`config.mk`:
```
export PLATFORM = sky130hd
export DESIGN_NAME = alu_uart_sequencer
export DESIGN_NICKNAME = d
export VERILOG_FILES = /design/src/rtl/alu_uart_sequencer.sv
export SDC_FILE = /design/constraint.sdc
export NUM_CORES = 1
export LEC_CHECK = 0
export CAP_MARGIN = 20
export CELL_PAD_IN_SITES_DETAIL_PLACEMENT = 0
export CELL_PAD_IN_SITES_GLOBAL_PLACEMENT = 1
export CORE_MARGIN = 5
export CORE_UTILIZATION = 35
export CTS_CLUSTER_SIZE = 24
export DETAILED_ROUTE_END_ITERATION = 6
export GPL_ROUTABILITY_DRIVEN = 0
export GPL_TIMING_DRIVEN = 1
export PLACE_DENSITY_LB_ADDON = 0.1
export SETUP_SLACK_MARGIN = 0.1
export SYNTH_ARGS = -nofsm -noshare
export SYNTH_HDL_FRONTEND = slang
export SYNTH_SLANG_ARGS = --single-unit
export TNS_END_PERCENT = 10
```
`constraint.sdc`:
```
create_clock -name CLK -period 2.5 [get_ports CLK]
set_input_delay 0.5 -clock CLK [delete_from_list [all_inputs] [get_ports CLK]]
set_output_delay 0.5 -clock CLK [all_outputs]
set_load 0.02 [all_outputs]
```
`src/rtl/alu_uart_sequencer.sv`:
```
// rtl/alu_uart_sequencer.sv - UART-to-ALU front end: collects A, B, opcode bytes and returns the ALU result.
// Drops bytes while busy. Rejects illegal opcodes. Counts completed operations.
module alu_uart_sequencer #(
  parameter int SIZEDATA = 8,
  parameter int SIZEOP   = 6
) (
  input  logic                CLK,
  input  logic                RESET_N,
  input  logic [SIZEDATA-1:0] RX_DATA,
  input  logic                RX_DONE,
  output logic [SIZEDATA-1:0] DATOA,
  output logic [SIZEDATA-1:0] DATOB,
  output logic [SIZEOP-1:0]   OPCODE,
  input  logic [SIZEDATA-1:0] RESULT,
  output logic [SIZEDATA-1:0] TX_DATA,
  output logic                TX_START,
  input  logic                TX_DONE,
  output logic                BUSY,
  output logic                OP_ERROR,
  output logic [7:0]          OP_COUNT
);

  localparam logic [2:0] S_A    = 3'd0;
  localparam logic [2:0] S_B    = 3'd1;
  localparam logic [2:0] S_OP   = 3'd2;
  localparam logic [2:0] S_EXEC = 3'd3;
  localparam logic [2:0] S_SEND = 3'd4;
  localparam logic [2:0] S_WAIT = 3'd5;

  logic [2:0]          r_state;
  logic [SIZEDATA-1:0] r_datoa;
  logic [SIZEDATA-1:0] r_datob;
  logic [SIZEOP-1:0]   r_opcode;
  logic [SIZEDATA-1:0] r_tx_data;
  logic                r_op_error;
  logic [7:0]          r_op_count;

  logic [SIZEDATA-1:0] w_high;
  logic [SIZEOP-1:0]   w_low;
  logic                w_op_legal;

  // Shift rather than slice so SIZEOP == SIZEDATA stays legal.
  assign w_high = RX_DATA >> SIZEOP;
  assign w_low  = RX_DATA[SIZEOP-1:0];

  always_comb begin
    w_op_legal = 1'b0;
    if (w_high == '0) begin
      case (w_low)
        SIZEOP'(8'h20), SIZEOP'(8'h22), SIZEOP'(8'h24), SIZEOP'(8'h25),
        SIZEOP'(8'h26), SIZEOP'(8'h27), SIZEOP'(8'h02), SIZEOP'(8'h03):
          w_op_legal = 1'b1;
        default: w_op_legal = 1'b0;
      endcase
    end
  end

  always_ff @(posedge CLK) begin
    if (!RESET_N) begin
      r_state    <= S_A;
      r_datoa    <= '0;
      r_datob    <= '0;
      r_opcode   <= '0;
      r_tx_data  <= '0;
      r_op_error <= 1'b0;
      r_op_count <= 8'd0;
    end else begin
      r_op_error <= 1'b0;
      case (r_state)
        S_A: if (RX_DONE) begin
          r_datoa <= RX_DATA;
          r_state <= S_B;
        end
        S_B: if (RX_DONE) begin
          r_datob <= RX_DATA;
          r_state <= S_OP;
        end
        S_OP: if (RX_DONE) begin
          if (w_op_legal) begin
            r_opcode <= w_low;
            r_state  <= S_EXEC;
          end else begin
            r_op_error <= 1'b1;
            r_state    <= S_A;
          end
        end
        S_EXEC: begin
          r_tx_data <= RESULT;
          r_state   <= S_SEND;
        end
        S_SEND: r_state <= S_WAIT;
        S_WAIT: if (TX_DONE) begin
          r_op_count <= r_op_count + 8'd1;
          r_state    <= S_A;
        end
        default: r_state <= S_A;
      endcase
    end
  end

  assign DATOA    = r_datoa;
  assign DATOB    = r_datob;
  assign OPCODE   = r_opcode;
  assign TX_DATA  = r_tx_data;
  assign OP_ERROR = r_op_error;
  assign OP_COUNT = r_op_count;
  assign TX_START = (r_state == S_SEND);
  assign BUSY     = (r_state == S_EXEC) || (r_state == S_SEND) || (r_state == S_WAIT);

endmodule

```
Yosys cells after proc, flatten, opt, wreduce, memory -nomap -nowiden
Cells that the tools add are included.
{"block": "totals", "register_bits": 42, "input_bits": 20, "output_inout_bits": 41, "wordCells": 45}
{"block": "op_classes", "n_addsub": 1, "eq_ne": 17, "n_mux": 9, "reduce_logical": 11}
{"op": "$eq 6x6->1 const B", "n": 6}
{"op": "$pmux 3 s6", "n": 1}
{"op": "$eq 6x2->1 const B", "n": 2}
{"op": "$mux 3", "n": 4}
{"op": "$add 8x1->8 const B", "n": 1}
{"op": "$logic_not 8->1", "n": 1}
{"op": "$ne 2x2->1 const B", "n": 4}
{"op": "$reduce_or 8->1", "n": 1}
{"op": "$eq 3x2->1 const B", "n": 2}
{"op": "$eq 3x3->1 const B", "n": 2}
{"op": "$reduce_and 2->1", "n": 3}
{"op": "$reduce_and 3->1", "n": 2}
{"op": "$reduce_and 4->1", "n": 1}
{"op": "$eq 3x1->1 const B", "n": 1}
{"op": "$logic_not 3->1", "n": 1}
{"op": "$mux 1", "n": 3}
{"op": "$logic_or 1x1->1", "n": 2}
{"op": "$mux 2", "n": 1}

Logic depth before layout (Yosys ltp)
{"block": "depth", "ltp_word": 7, "ltp_mapped": 5, "depth_no_buf": 4}

Worst setup path before layout
Ideal clock, no wire load.
{"block": "synth_path", "path_kind": "flip-flop to output port", "start": "reg r_state[0]", "end": "out BUSY", "arrival_ns": 1.003, "t_required_ns": 2.000, "slack_ns": 0.997, "stages_incl_launch_ff": 5, "path_buffers": 2, "path_cell_list": "dfxtp_1 > buf_4 > nand3b_1 > buf_2 > nand2_1"}
{"block": "synth_between", "elab_chain_len": 3, "word_cells_on_any_way": 5, "cone_classes": "eq/ne: 3; reduce/logical: 2"}
{"item": "start, declared", "line_no": "30", "rtl": "logic [2:0] r_state;"}
{"item": "start signal, assigned", "line_no": "60", "rtl": "r_state <= S_A;"}
{"item": "start signal, assigned", "line_no": "72", "rtl": "r_state <= S_B;"}
{"item": "start signal, assigned", "line_no": "76", "rtl": "r_state <= S_OP;"}
{"item": "$eq 3x2->1 / $eq 3x3->1 (equally long branches)", "line_no": "108", "rtl": "assign BUSY = (r_state == S_EXEC) || (r_state == S_SEND) || (r_state == S_WAIT);"}
{"item": "$logic_or 1x1->1", "line_no": "108"}
{"item": "$logic_or 1x1->1 (*)", "line_no": "108"}
{"item": "end, declared", "line_no": "18", "rtl": "output logic BUSY,"}
Every way passes the cells marked *; elsewhere a longest branch is shown, timed or not.

Final worst setup path
{"block": "layout_path", "start": "reg r_state[1]", "end": "out BUSY"}
The elaborated chain is that of the path after synthesis.

==> flow_metrics.tcl <==
set metrics [dict create \
    dp_hpwl_mm 3.18 \
    clk_pin_slew_worst_paths_ps 80 \
    io_buffers 60 \
    worst_pin_slew_ps 586 \
    cts-htree-levels 2 \
    yosys.cell_types.count 37 \
    cp_top_family "buffers and inverters" \
    setup_violations 0 \
    ys.flop_type "dfxtp_1" \
    cts.sinks 42 \
    grt_use_total_pct 14.3 \
    drc 0 \
    drive_above_1_share_pct 5.81 \
    swShare_pct 23.1 \
    clk_latency_ps 300 \
    synth-seq-area-share_pct 48.3 \
    grt_pass1_vias 1522 \
    ios 61 \
    drv_slew 0 \
    p_leak_nw 0.963 \
    muxShareOfSynthArea_pct 12.7 \
    crit_path_top_delay_cell "clkdlybuf4s50_1" \
    finalCritPeriodShare_pct 88.1 \
    vias 1489 \
    start_util_pct 36.3 \
    cts_tree "yes" \
    layout_min_cycle_time_ps 2200 \
    syn_avg_cell_area_um2 9.50 \
    p_clk_share_pct 38.1 \
    area_growth_pct 42.9 \
    antenna_found_initial 0 \
    synth_edf_count 0 \
    diodes 0 \
    max_stage_delay_ps 610 \
    cap_violations 0 \
    yosys_warnings 0 \
    die_area_um2 6480 \
    worstPathBufferInverterCount 1 \
    synth_compound_area_share_pct 9.71 \
    grt_max_degree 34 \
    skew_ps 2.17 \
    drtIter0Drc 39 \
    coreArea_um2 4790 \
    numCtsBuffers 5 \
    critPathArrivalTime_ps 1700 \
    async_flop_share_pct 0 \
    endpoint_kind "primary output" \
    rsz0062_at_grt "no" \
    vias_per_cell 4.83 \
    path_max_fanout 11 \
    tns_ps 0 \
    path_class "flop to primary output" \
    synth_top_family_by_area "simple AND/OR/NAND/NOR gates" \
    clk_path_buf_depth 2 \
    ys_seq_elements 42 \
    timing.final.hold_violations 0 \
    synth_cells 183 \
    overflow 0 \
    cts.hold.buffers_added 0 \
    fill_cells 458 \
    p_seq_share_pct 49.4 \
    synth.cell_area_um2 1740 \
    grt_first_pass_wirelength_mm 7.20 \
    worstSetupStartpointType "flop" \
    fin_util_pct 51.9 \
    power.density_nw_per_um2 574 \
    synth_xor_area_share_pct 0.504 \
    syn_nets 204 \
    synth_fa_ha_area_share_pct 0.719 \
    slew-limit-headroom_pct 60.5 \
    path_cells "nand3b_1, nand2_1, clkdlybuf4s50_1" \
    critPathRequiredTime_ps 2000 \
    die_y_um 80.5 \
    num_rows 25 \
    nNetsFinal 262 \
    wl_per_cell_um 14.1 \
    chipWidth_um 80.5 \
    firstDrtPassIters 4 \
    switchingPower_mw 0.329 \
    fmax_ghz 0.454 \
    totalWireLength_mm 4.34 \
    p_int_mw 1.10 \
    drtAntennaViolNets 0 \
    ir_drop_mv 0.328 \
    clock-root-buffer "clkbuf_8" \
    synthSimpleGateAreaFrac_pct 23.3 \
    hold_class "flop to flop" \
    comb_power_share_pct 12.5 \
    status "completed" \
]
==> sequential cells by signal, indices dropped and copies added, names as in the netlist <==
| signal | count |
|---|---|
| DATOA | 8 |
| OP_COUNT | 8 |
| OP_ERROR | 1 |
| DATOB | 8 |
| OPCODE | 6 |
| r_state | 3 |
| TX_DATA | 8 |
==> worst reg2reg max path, delay by kind of cell, from the launching register on <==
kind	cells	cell delay [ps]
muxes	1	240
buffers and inverters	1	210
and+or+nand+nor	2	580
DFF	1	430
==> Yosys cell counts (2+ instances only) <==
library cell | instances | share of area [%]
a21oi_1 | 16 | 4.6
and4bb_1 | 2 | 1.4
buf_2 | 2 | 0.58
buf_4 | 3 | 1.3
buf_6 | 2 | 1.3
clkbuf_1 | 5 | 1.1
dfxtp_1 | 42 | 48
mux2i_1 | 21 | 12
nand2_1 | 28 | 6.0
nand3_1 | 4 | 1.2
nand3b_1 | 2 | 0.86
nor2_1 | 20 | 4.3
nor2b_1 | 2 | 0.72
nor3b_1 | 3 | 1.3
o21ai_0 | 3 | 0.86
o31ai_1 | 3 | 1.3
or3_1 | 3 | 1.1
or4_1 | 3 | 1.3
==> placed cells by master, fill, tap and decap left out, types with 2 or more instances in the layout <==
| cell | instances |
|---|---|
| a21oi_1 | 16 |
| and4bb_1 | 2 |
| buf_4 | 3 |
| clkbuf_8 | 6 |
| clkdlybuf4s50_1 | 60 |
| dfxtp_1 | 41 |
| mux2i_1 | 21 |
| nand2_1 | 28 |
| nand3_1 | 4 |
| nand3b_1 | 2 |
| nor2_1 | 20 |
| nor2b_1 | 2 |
| nor3b_1 | 3 |
| o21ai_0 | 3 |
| o31ai_1 | 3 |
| or3_1 | 3 |
| or4_1 | 3 |
==> cells by family (layout without fill, tap and decap cells) <==
family,Yosys count,after routing
AOI/OAI and AO/OA,28,28
adders and majority gates,1,1
DFF,42,42
and+or+nand+nor,75,75
muxes,22,22
buffers and inverters,14,72
xor gates and xnor gates,1,1
==> layout make-up <==
class                   instances  area, µm²  area share [%]
clock buffers                   6       82.6            3.32
repair buffers                 63        623            25.1
flip-flops and latches         42        842            33.9
clock inverters                 1       30.0            1.21
well taps                      67       83.8            3.37
multi-input cells             127        817            32.9
inverters                       2       7.51           0.302
==> metrics by stage <==
step / std cells / instance area [µm²] / setup WS (ps) / total power, mW / hold slack, ps
after global routing: 308 / 2490 / 187 / 1.49 / 486
after floorplan: 183 / 1740 / 997 / 0.812 / 533
after detailed placement: 301 / 2370 / 246 / 0.900 / 452
final: 308 / 2490 / 296 / 1.43 / 461
after global placement: 301 / 2370 / 331 / 0.897 / 446
after CTS: 308 / 2480 / 174 / 1.45 / 465
==> repair_timing <==
item	CTS	global route
gates resized for setup	0	1
buffers inserted	0	0
setup endpoints to repair	0	1
==> power groups by stage <==
stage,sequential [mW],clock [mW],combinational (mW)
finish,0.705,0.544,0.178
detailed placement,0.720,0,0.180
CTS,0.705,0.563,0.181
global route,0.708,0.591,0.195
global placement,0.719,0,0.178
floorplan,0.736,0,0.0769
==> final timing paths <==
| check | cells past startpoint | end | startpoint | slack (ps) |
|---|---|---|---|---|
| max | 3 | BUSY | r_state[1] | 300 |
| min | 2 | OPCODE[2] | OPCODE[2] | 460 |
| max reg2reg | 4 | DATOB[0] | r_state[0] | 930 |
| min reg2reg | 2 | OPCODE[2] | OPCODE[2] | 460 |
==> per-layer routing <==
metal  track usage, %  up-vias  routed length [µm]
li1                 -      748                   -
met1             17.0      687                1930
met2             22.7       44                1960
met3             5.72       10                 345
met4             6.42        0                 101
met5                0        -                   0
No activity file was read; power rests on OpenSTA's default activity.
